==> src/rtl/program_sequencer_pkg.sv <==
// Shared constants for the stack-CPU program sequencer: sizes, opcode values,
// FSM state encoding and the decoded-opcode payload.
package program_sequencer_pkg;

  localparam int unsigned DEPTH  = 16;
  localparam int unsigned ADDR_W = 4;
  localparam int unsigned PTR_W  = ADDR_W + 1;
  localparam int unsigned NIB_W  = 4;
  localparam int unsigned LEN_W  = 2;

  localparam logic [NIB_W-1:0] OP_NOOP    = 4'h0;
  localparam logic [NIB_W-1:0] OP_PUSH    = 4'h1;
  localparam logic [NIB_W-1:0] OP_POP     = 4'h2;
  localparam logic [NIB_W-1:0] OP_OUTL    = 4'h3;
  localparam logic [NIB_W-1:0] OP_OUTH    = 4'h4;
  localparam logic [NIB_W-1:0] OP_SWAP    = 4'h5;
  localparam logic [NIB_W-1:0] OP_PUSF    = 4'h6;
  localparam logic [NIB_W-1:0] OP_ILLEGAL = 4'h7;
  localparam logic [NIB_W-1:0] OP_AND     = 4'h8;
  localparam logic [NIB_W-1:0] OP_OR      = 4'h9;
  localparam logic [NIB_W-1:0] OP_ADD     = 4'hA;

  typedef enum logic [2:0] {
    ST_IDLE = 3'd0,
    ST_CRST = 3'd1,
    ST_OP   = 3'd2,
    ST_EXEC = 3'd3,
    ST_DONE = 3'd4,
    ST_ERR  = 3'd5
  } seq_state_t;

  typedef struct packed {
    logic [LEN_W-1:0] len;
    logic             has_operand;
    logic             illegal;
  } op_info_t;

endpackage

==> src/rtl/program_sequencer_op_len_decoder.sv <==
// Combinational opcode decoder: execution slot length, operand presence and
// the illegal (CPU-hanging) opcode flag.
module program_sequencer_op_len_decoder
  import program_sequencer_pkg::*;
(
  input  logic [NIB_W-1:0] i_opcode,
  output op_info_t         o_info_c
);

  always_comb begin
    o_info_c = '{len: LEN_W'(1), has_operand: 1'b0, illegal: 1'b0};
    case (i_opcode)
      OP_PUSH, OP_PUSF: begin
        o_info_c.len         = LEN_W'(2);
        o_info_c.has_operand = 1'b1;
      end
      OP_POP, OP_SWAP, OP_AND, OP_OR, OP_ADD: begin
        o_info_c.len = LEN_W'(2);
      end
      OP_ILLEGAL: begin
        o_info_c.illegal = 1'b1;
      end
      OP_NOOP, OP_OUTL, OP_OUTH: begin
        o_info_c.len = LEN_W'(1);
      end
      default: begin
        o_info_c.len = LEN_W'(1);
      end
    endcase
  end

endmodule

==> src/rtl/program_sequencer.sv <==
// Replays a loaded nibble program onto the stack CPU reset/inbits pins with
// per-opcode slot timing. Define PROGRAM_SEQUENCER_LOOP_EN to replay forever.
module program_sequencer
  import program_sequencer_pkg::*;
(
  input  logic              clk,
  input  logic              rst,
  input  logic              i_load_valid,
  input  logic [NIB_W-1:0]  i_load_nibble,
  input  logic              i_clear,
  input  logic              i_run,
  output logic              o_cpu_rst,
  output logic [NIB_W-1:0]  o_cpu_inbits,
  output logic              o_busy,
  output logic              o_done,
  output logic              o_err,
  output logic              o_full,
  output logic [ADDR_W-1:0] o_pc
);

  seq_state_t        r_state, w_state_next;
  logic [PTR_W-1:0]  r_wr_ptr, w_wr_ptr_next;
  logic [ADDR_W-1:0] r_pc, w_pc_next;
  logic [LEN_W-1:0]  r_slot, w_slot_next;
  logic [NIB_W-1:0]  r_mem [DEPTH];

  logic              r_cpu_rst, w_cpu_rst_next;
  logic [NIB_W-1:0]  r_cpu_inbits, w_cpu_inbits_next;
  logic              r_busy, w_busy_next;
  logic              r_done, w_done_next;
  logic              r_err, w_err_next;
  logic              r_full, w_full_next;

  logic [NIB_W-1:0]  w_opcode;
  logic [NIB_W-1:0]  w_operand;
  op_info_t          w_info;
  logic [PTR_W-1:0]  w_pc_inc1;
  logic [PTR_W-1:0]  w_pc_adv;
  logic              w_load_ok;
  logic              w_is_full;
  logic              w_wr_en;

  assign w_opcode  = r_mem[r_pc];
  assign w_operand = r_mem[r_pc + ADDR_W'(1)];
  assign w_pc_inc1 = PTR_W'(r_pc) + PTR_W'(1);
  assign w_pc_adv  = PTR_W'(r_pc) + (w_info.has_operand ? PTR_W'(2) : PTR_W'(1));
  assign w_load_ok = (r_state == ST_IDLE) || (r_state == ST_DONE) || (r_state == ST_ERR);
  assign w_is_full = (r_wr_ptr == PTR_W'(DEPTH));
  assign w_wr_en   = w_load_ok && !i_clear && i_load_valid && !w_is_full;

  program_sequencer_op_len_decoder u_op_len_decoder (
    .i_opcode (w_opcode),
    .o_info_c (w_info)
  );

  // Write pointer: clear wins over load; saturates at DEPTH.
  always_comb begin
    w_wr_ptr_next = r_wr_ptr;
    if (w_load_ok) begin
      if (i_clear) begin
        w_wr_ptr_next = '0;
      end else if (i_load_valid && !w_is_full) begin
        w_wr_ptr_next = r_wr_ptr + PTR_W'(1);
      end
    end
  end

  // Next-state logic
  always_comb begin
    w_state_next = r_state;
    w_pc_next    = r_pc;
    w_slot_next  = r_slot;
    case (r_state)
      ST_IDLE, ST_DONE: begin
        if (i_run && (r_wr_ptr != '0)) begin
          w_state_next = ST_CRST;
          w_pc_next    = '0;
        end
      end
      ST_CRST: begin
        w_state_next = ST_OP;
      end
      ST_OP: begin
        if (w_info.illegal) begin
          w_state_next = ST_ERR;
        end else if (w_info.has_operand && (w_pc_inc1 >= r_wr_ptr)) begin
          w_state_next = ST_ERR;
        end else begin
          w_state_next = ST_EXEC;
          w_slot_next  = LEN_W'(w_info.len - LEN_W'(1));
        end
      end
      ST_EXEC: begin
        if (r_slot != '0) begin
          w_slot_next = LEN_W'(r_slot - LEN_W'(1));
        end else if (w_pc_adv >= r_wr_ptr) begin
`ifdef PROGRAM_SEQUENCER_LOOP_EN
          w_state_next = ST_OP;
          w_pc_next    = '0;
`else
          w_state_next = ST_DONE;
          w_pc_next    = ADDR_W'(w_pc_adv);
`endif
        end else begin
          w_state_next = ST_OP;
          w_pc_next    = ADDR_W'(w_pc_adv);
        end
      end
      ST_ERR: begin
        w_state_next = ST_ERR;
      end
      default: begin
        w_state_next = ST_IDLE;
      end
    endcase
  end

  // Output values for the state being entered, so outputs come straight from flops
  always_comb begin
    w_cpu_rst_next    = (w_state_next == ST_CRST);
    w_busy_next       = (w_state_next == ST_CRST) || (w_state_next == ST_OP) ||
                        (w_state_next == ST_EXEC);
    w_done_next       = (w_state_next == ST_DONE);
    w_err_next        = (w_state_next == ST_ERR);
    w_full_next       = (w_wr_ptr_next == PTR_W'(DEPTH));
    w_cpu_inbits_next = '0;
    case (w_state_next)
      ST_OP: begin
        w_cpu_inbits_next = r_mem[w_pc_next];
      end
      ST_EXEC: begin
        if (r_state == ST_OP) begin
          w_cpu_inbits_next = w_info.has_operand ? w_operand : '0;
        end else begin
          w_cpu_inbits_next = r_cpu_inbits;
        end
      end
      default: begin
        w_cpu_inbits_next = '0;
      end
    endcase
  end

  always_ff @(posedge clk) begin
    if (rst) begin
      r_state      <= ST_IDLE;
      r_wr_ptr     <= '0;
      r_pc         <= '0;
      r_slot       <= '0;
      r_cpu_rst    <= 1'b0;
      r_cpu_inbits <= '0;
      r_busy       <= 1'b0;
      r_done       <= 1'b0;
      r_err        <= 1'b0;
      r_full       <= 1'b0;
    end else begin
      r_state      <= w_state_next;
      r_wr_ptr     <= w_wr_ptr_next;
      r_pc         <= w_pc_next;
      r_slot       <= w_slot_next;
      r_cpu_rst    <= w_cpu_rst_next;
      r_cpu_inbits <= w_cpu_inbits_next;
      r_busy       <= w_busy_next;
      r_done       <= w_done_next;
      r_err        <= w_err_next;
      r_full       <= w_full_next;
    end
  end

  // Program memory is not reset; reset only makes it unreachable via wr_ptr.
  always_ff @(posedge clk) begin
    if (w_wr_en) begin
      r_mem[r_wr_ptr[ADDR_W-1:0]] <= i_load_nibble;
    end
  end

  assign o_cpu_rst    = r_cpu_rst;
  assign o_cpu_inbits = r_cpu_inbits;
  assign o_busy       = r_busy;
  assign o_done       = r_done;
  assign o_err        = r_err;
  assign o_full       = r_full;
  assign o_pc         = r_pc;

endmodule

==> config.mk <==
export PLATFORM = sky130hd
export DESIGN_NAME = program_sequencer
export DESIGN_NICKNAME = d
export VERILOG_FILES = /design/src/rtl/program_sequencer_pkg.sv /design/src/rtl/program_sequencer_op_len_decoder.sv /design/src/rtl/program_sequencer.sv
export SDC_FILE = /design/constraint.sdc
export NUM_CORES = 1
export LEC_CHECK = 0
export CAP_MARGIN = 15
export CORE_MARGIN = 3
export CORE_UTILIZATION = 25
export CTS_CLUSTER_DIAMETER = 100
export DETAILED_ROUTE_END_ITERATION = 16
export PLACE_DENSITY = 0.52
export REMOVE_ABC_BUFFERS = 1
export SYNTH_ARGS = -nofsm -noshare
export SYNTH_HDL_FRONTEND = slang
export SYNTH_SLANG_ARGS = --single-unit
export TNS_END_PERCENT = 1
==> constraint.sdc <==
create_clock -name clk -period 3.88 [get_ports clk]
set_input_delay 0.388 -clock clk [delete_from_list [all_inputs] [get_ports clk]]
set_output_delay 0.388 -clock clk [all_outputs]
set_load 0.005 [all_outputs]
==> results of run 1 <==
[power by group through the flow]
stage,registers [mW],clock network [mW],logic (mW)
final,1.08,0.963,0.586
after global routing,1.08,1.03,0.639
after CTS,1.08,0.984,0.566
after detailed placement,1.10,0,0.518
after global placement,1.10,0,0.511
after floorplan,1.09,0,0.308
[placed cells by master (no fill, tap or decap), types with 4 or more instances in the layout]
master,netlist,routed
buf_4,3,97
edfxtp_1,64,64
nand2_1,50,49
nor2_1,42,41
mux4_2,23,28
inv_1,26,23
dfxtp_1,23,22
a21oi_1,25,21
clkdlybuf4s50_1,0,21
a211oi_1,25,18
mux2i_1,19,16
ha_1,17,14
clkbuf_16,0,9
nand3_1,7,7
a311oi_1,9,7
a211oi_2,0,7
nand2b_1,6,6
nor3_1,7,6
mux4_1,10,5
buf_12,1,5
o21ai_0,5,4
nand3b_1,4,4
o32ai_1,5,4
buf_6,2,4
[final timing paths]
kind / cells after the start / end / from / slack, ns
hold reg to reg: 2 / r_slot[0] / r_slot[0] / 0.50
hold / removal: 2 / r_slot[0] / r_slot[0] / 0.50
setup reg to reg: 18 / o_cpu_inbits[0] / o_pc[0] / -0.39
setup / recovery: 18 / o_cpu_inbits[0] / o_pc[0] / -0.39
[layout make-up]
type | instances | area, sq um | area share (%)
Clock buffer | 9 | 225 | 3.10
Inverter | 26 | 97.6 | 1.34
Sequential cell | 87 | 2390 | 32.9
Multi-Input combinational cell | 327 | 3000 | 41.3
Timing Repair Buffer | 128 | 1110 | 15.3
Clock inverter | 6 | 97.6 | 1.34
Tap cell | 275 | 344 | 4.74
[flip-flops by register name, indices dropped and copies added (netlist names)]
signal and cells:
o_busy 1, o_cpu_inbits 4, o_cpu_rst 1, o_done 1
o_err 1, o_full 1, o_pc 4, r_mem 64
r_slot 2, r_state 3, r_wr_ptr 5
[logic make-up after synthesis]
| group | Yosys count | synth area share, % |
|---|---|---|
| multiplexers | 53 | 18.5 |
| adder cells (fa/ha/maj) | 18 | 4.32 |
| flip-flops | 87 | 44.2 |
| XOR/XNOR | 5 | 0.814 |
| buffers and inverters | 54 | 4.74 |
| AO/OA/AOI/OAI | 109 | 14.9 |
| AND/OR/NAND/NOR | 142 | 12.5 |
[synthesized netlist by cell type, types with 7 or more instances]
library cell  instances
inv_1                26
nand3_1               7
buf_2                 8
mux4_1               10
mux2i_1              19
mux4_2               23
nand2_1              50
clkbuf_1             13
ha_1                 17
a211oi_1             25
dfxtp_1              23
nor3_1                7
a21oi_1              25
a311oi_1              9
nor2_1               42
edfxtp_1             64
[worst max-delay path: stages (launching register included)]
cell,delay [ns]
dfxtp_4,0.38
buf_12,0.13
mux4_2,0.54
o22ai_4,0.19
nor2_2,0.07
or4_4,0.55
a21oi_4,0.17
inv_2,0.08
ha_4,0.17
inv_2,0.05
fa_2,0.46
inv_2,0.09
ha_4,0.20
a21oi_4,0.14
o211ai_1,0.17
o2bb2ai_2,0.21
a2111oi_4,0.30
a211oi_2,0.07
a311oi_2,0.20
[metrics by stage]
step / hold slack, ns / std cells
floorplan: 0.456 / 440
global placement: 0.485 / 829
detailed placement: 0.494 / 829
CTS: 0.504 / 857
global route: 0.554 / 858
finish: 0.503 / 858
[layer usage]
layer | up-vias | global-route usage [%]
li1 | 2039 | -
met1 | 2308 | 19.4
met2 | 194 | 24.3
met3 | 26 | 4.00
met4 | 0 | 4.33
met5 | - | 0
[timing repair]
action	CTS	global route
setup endpoints to repair	11	11
setup buffers	10	3
cloned	3	0
resized for setup	50	16
pin swaps	19	9
endpoints found under the hold margin	0	0
==> flow_metrics.py, run 1 <==
metrics = {
    "outcome": {
        "status": "finished with violations",
        "violations": "setup timing",
    },
    "pwr": {
        "p_leak_nw": 2.55,
        "switchingPower_mw": 0.767,
        "total_power_mw": 2.63,
        "combPwrFrac_pct": 22.3,
        "switching_share_pct": 29.2,
        "seqPwrFrac_pct": 41.1,
        "internal-power_mw": 1.86,
        "peakVddDrop_mv": 0.158,
        "p_per_area_nw_per_um2": 362,
        "clock_power_share_pct": 36.6,
    },
    "timing": {
        "tightest_slew_ns": 0.918,
        "worst_slack_ns": -0.395,
        "max_freq_mhz": 234,
        "slew_viol_final": 0,
        "setup_tns_ns": -2.58,
        "finalSetupViolations": 10,
        "finalHoldViolations": 0,
        "slew_headroom_pct": 38.6,
        "finalCritPeriodShare_pct": 110,
        "period_minus_slack_ns": 4.27,
        "fin_worst_skew_ns": 0.00822,
        "rsz0062_at_grt": "true",
    },
    "die": {
        "dieArea_sq_um": 23300,
        "core-area_sq_um": 21100,
        "initial_core_util_pct": 25.5,
        "die_w_um": 153,
        "core.rowCount": 53,
        "io_pins": 22,
        "die_h_um": 153,
    },
    "global_routing": {
        "grt_max_degree": 20,
        "grt_pass1_wl_mm": 26.9,
        "grt_pass1_vias": 4623,
        "antenna_found_initial": 0,
        "grt_util_all_layers_pct": 14.9,
        "overflow": 0,
    },
    "yosys": {
        "avgSynthCellArea_sq_um": 11.5,
        "synth-async-reset-ratio_pct": 0,
        "synth_top_area_cell": "edfxtp_1",
        "syn_area_sq_um": 5380,
        "ys_seq_elements": 87,
        "syn_inst": 468,
        "synth_ff_type": "edfxtp_1",
        "ys_seq_area_share_pct": 44.2,
        "yosysUniqueCellTypes": 65,
        "synth_edf_count": 64,
        "yosysWarnings": 0,
        "synthTopCellsByArea": "edfxtp_1, mux4_2, dfxtp_1",
        "yosysTopAreaCellShare_pct": 35.7,
    },
    "placed_design": {
        "dp_slack_ns": -0.596,
        "dp.final_hpwl_mm": 12.7,
        "port_buffers": 21,
        "dpl-instance-area_sq_um": 6540,
        "finalWeightedCongestion": 0.958,
    },
    "finish": {
        "final_nets": 606,
        "postLayoutCellArea_sq_um": 7260,
        "drive_gt1_share_pct": 34.8,
        "diodes": 0,
        "fillers": 2077,
        "fin_util_pct": 34.4,
        "synthToLayoutAreaGrowth_pct": 34.8,
    },
    "worst_setup_path": {
        "crit_required_ns": 4.13,
        "worstPathArrival_ns": 4.52,
        "crit_type": "register to register",
        "crit_fanout": 6,
        "critPathLaunchType": "register",
        "critPathCaptureType": "register",
    },
    "routing": {
        "firstDrtPassIters": 7,
        "viasPerCell": 5.32,
        "drc": 0,
        "dr_wl_met2_mm": 8.44,
        "postRouteWirelength_mm": 17.3,
        "antenna_left": 0,
        "drtIter0Drc": 469,
        "wl_met3_mm": 1.26,
        "detail_route.wl_per_cell_um": 20.2,
        "via_count": 4567,
        "wl_met1_mm": 7.33,
        "top_layer": "met4",
    },
    "clock_network": {
        "htreeDepth": 3,
        "clkSlewWorstSetupHoldPaths_ns": 0.07,
        "cts-root-buf": "clkbuf_16",
        "clk_latency_ns": 0.35,
        "cts.sinks": 87,
        "cts_tree": "done",
        "cts_hold_buf": 0,
        "cts_buffer_depth": 2,
        "cts_made_buffers": 9,
    },
    "worst_hold_path": {
        "hold_class": "register to register",
    },
    "job": {
        "drv_cap": 0,
    },
}
Note: power is estimated with default switching activity, not from simulation.
==> inputs of run 2 (changes only) <==
Settings changed: PLACE_DENSITY 0.52 to 0.51, SKIP_CTS_REPAIR_TIMING from default to 1.
==> run 2 against run 1 <==
Effect of this change: the flow still finishes with violations (setup timing); critical path type unchanged; critical path depth fell by 2; worst setup slack got worse by 0.062 ns; first-iteration DRC count fell by 12%; global-route usage fell by 0.42 points; final area rose by 2.7%; non-clock buffer count rose by 18; count of clock-buffer cells in the layout rose by 1.
==> flow_metrics.py, run 2 (synthesis gave the netlist of run 1 again) <==
metrics = {
    "timing": {
        "period_minus_slack_ns": 4.34,
        "slew_viol_final": 0,
        "rsz0062_at_grt": "true",
        "finalSetupViolations": 10,
        "tightest_slew_ns": 0.963,
        "slew_headroom_pct": 35.6,
        "fin_worst_skew_ns": 0.0182,
        "finalCritPeriodShare_pct": 112,
        "worst_slack_ns": -0.457,
        "finalHoldViolations": 0,
        "worst_hold_slack_ns": 0.497,
        "max_freq_mhz": 231,
    },
    "clock_network": {
        "cts-root-buf": "clkbuf_16",
        "cts_buffer_depth": 2,
        "cts_made_buffers": 9,
        "clk_latency_ns": 0.36,
        "htreeDepth": 3,
        "cts.sinks": 87,
        "cts_tree": "done",
        "clkSlewWorstSetupHoldPaths_ns": 0.07,
    },
    "finish": {
        "fillers": 2052,
        "synthToLayoutAreaGrowth_pct": 38.4,
        "final_nets": 625,
        "postLayoutCellArea_sq_um": 7450,
        "drive_gt1_share_pct": 36.8,
        "final_common_cell": "buf_4",
        "largest_reg_flops": 64,
        "final_cell_mix": "buf_4, edfxtp_1, nand2_1",
        "fin_cells": 878,
        "diodes": 0,
    },
    "die": {
        "core-area_sq_um": 21100,
        "die_h_um": 153,
        "dieArea_sq_um": 23300,
        "die_w_um": 153,
        "io_pins": 22,
        "initial_core_util_pct": 25.5,
        "core.rowCount": 53,
    },
    "routing": {
        "postRouteWirelength_mm": 17.6,
        "drtIter0Drc": 413,
        "firstDrtPassIters": 5,
        "drc": 0,
        "via_count": 4526,
        "viasPerCell": 5.15,
        "detail_route.wl_per_cell_um": 20.0,
        "antenna_left": 0,
    },
    "worst_hold_path": {
        "holdPathEnd": "r_slot[0]",
        "holdPathStages": 2,
        "hold_class": "register to register",
        "min_from": "r_slot[0]",
    },
    "worst_setup_path": {
        "critPathLaunchType": "register",
        "r2r_start": "o_pc[0]",
        "timing.reg2reg.setup_slack_ns": -0.46,
        "critPathCaptureType": "register",
        "crit_required_ns": 4.07,
        "crit_fanout": 6,
        "reg2reg_depth": 16,
        "worstPathArrival_ns": 4.52,
        "reg2reg_to": "o_cpu_inbits[2]",
        "crit_type": "register to register",
    },
    "outcome": {
        "status": "finished with violations",
        "violations": "setup timing",
    },
    "job": {
        "drv_cap": 0,
    },
    "placed_design": {
        "dp.final_hpwl_mm": 13.3,
        "port_buffers": 21,
        "dp_slack_ns": -1.00,
        "finalWeightedCongestion": 0.889,
        "placedCellCount": 846,
        "dpl-instance-area_sq_um": 6660,
    },
    "global_routing": {
        "grt_max_degree": 20,
        "grt_pass1_vias": 4506,
        "grt_pass1_wl_mm": 26.2,
        "grt_util_all_layers_pct": 14.5,
        "overflow": 0,
        "antenna_found_initial": 0,
    },
    "pwr": {
        "p_per_area_nw_per_um2": 355,
        "peakVddDrop_mv": 0.215,
        "p_leak_nw": 2.68,
    },
}
-- run 2: cell types whose count changed in the layout (fill, tap and decap cells not counted), moves of 4 or more --
cell / before / now
a311oi_2: 3 / 7
a211oi_2: 7 / 3
a311oi_1: 7 / 2
buf_4: 97 / 111
a211oi_1: 18 / 22
-- run 2: worst max-delay path by stage --
stage	from	endpoint	slack, ns	cells past startpoint
6_report	o_pc[0]	o_cpu_inbits[2]	-0.46	16
5_1_grt	o_pc[0]	o_cpu_inbits[0]	-0.58	19
4_1_cts	o_pc[0]	o_cpu_inbits[2]	-1.04	17
3_5_place_dp	o_pc[0]	o_cpu_inbits[2]	-1.00	17
3_3_place_gp	o_pc[0]	o_cpu_inbits[2]	-0.96	17
2_1_floorplan	o_pc[0]	o_cpu_inbits[0]	-1.80	13
-- run 2: power by group --
group,total [mW],switching [mW],leakage [nW],internal (mW)
Combinational,0.597,0.337,1.76,0.259
Sequential,1.08,0.0466,0.763,1.04
Clock,0.965,0.394,0.155,0.571
Total,2.64,0.779,2.68,1.87
-- run 2: worst max-delay path, cell delays in order, from the launching register on --
cell and delay [ns]:
dfxtp_4 0.39, buf_12 0.13, mux4_2 0.54, o22ai_4 0.22
nor2_2 0.06, or4_4 0.52, a21oi_4 0.18, inv_2 0.07
buf_6 0.12, fa_2 0.56, nor3_4 0.06, a31oi_4 0.33
clkbuf_16 0.22, nand3_1 0.12, a311oi_4 0.40, buf_4 0.17
o32ai_1 0.08
-- run 2: cell type report --
class / count / area (sq um) / share of cell area [%]
Clock buffer: 10 / 229 / 3.07
Timing Repair Buffer: 146 / 1270 / 17.0
Sequential cell: 87 / 2390 / 32.0
Multi-Input combinational cell: 328 / 3030 / 40.7
Clock inverter: 6 / 92.6 / 1.24
Inverter: 26 / 101 / 1.36
Tap cell: 275 / 344 / 4.62
-- run 2: metrics by stage --
stage | power, mW | TNS [ns] | utilization (%)
final | 2.64 | -3.13 | 35.3
after global routing | 2.75 | -4.41 | 35.3
after CTS | 2.59 | -5.81 | 33.1
after detailed placement | 1.62 | -5.41 | 31.6
after global placement | 1.61 | -5.49 | 31.6
after floorplan | 1.40 | -14.29 | -
-- run 2: routing by layer --
| layer | GRT usage, % | wire (um) | vias to the layer above |
|---|---|---|---|
| li1 | - | - | 2087 |
| met1 | 19.4 | 7950 | 2237 |
| met2 | 23.4 | 8290 | 154 |
| met3 | 2.95 | 732 | 48 |
| met4 | 5.01 | 613 | 0 |
| met5 | 0 | 0 | - |
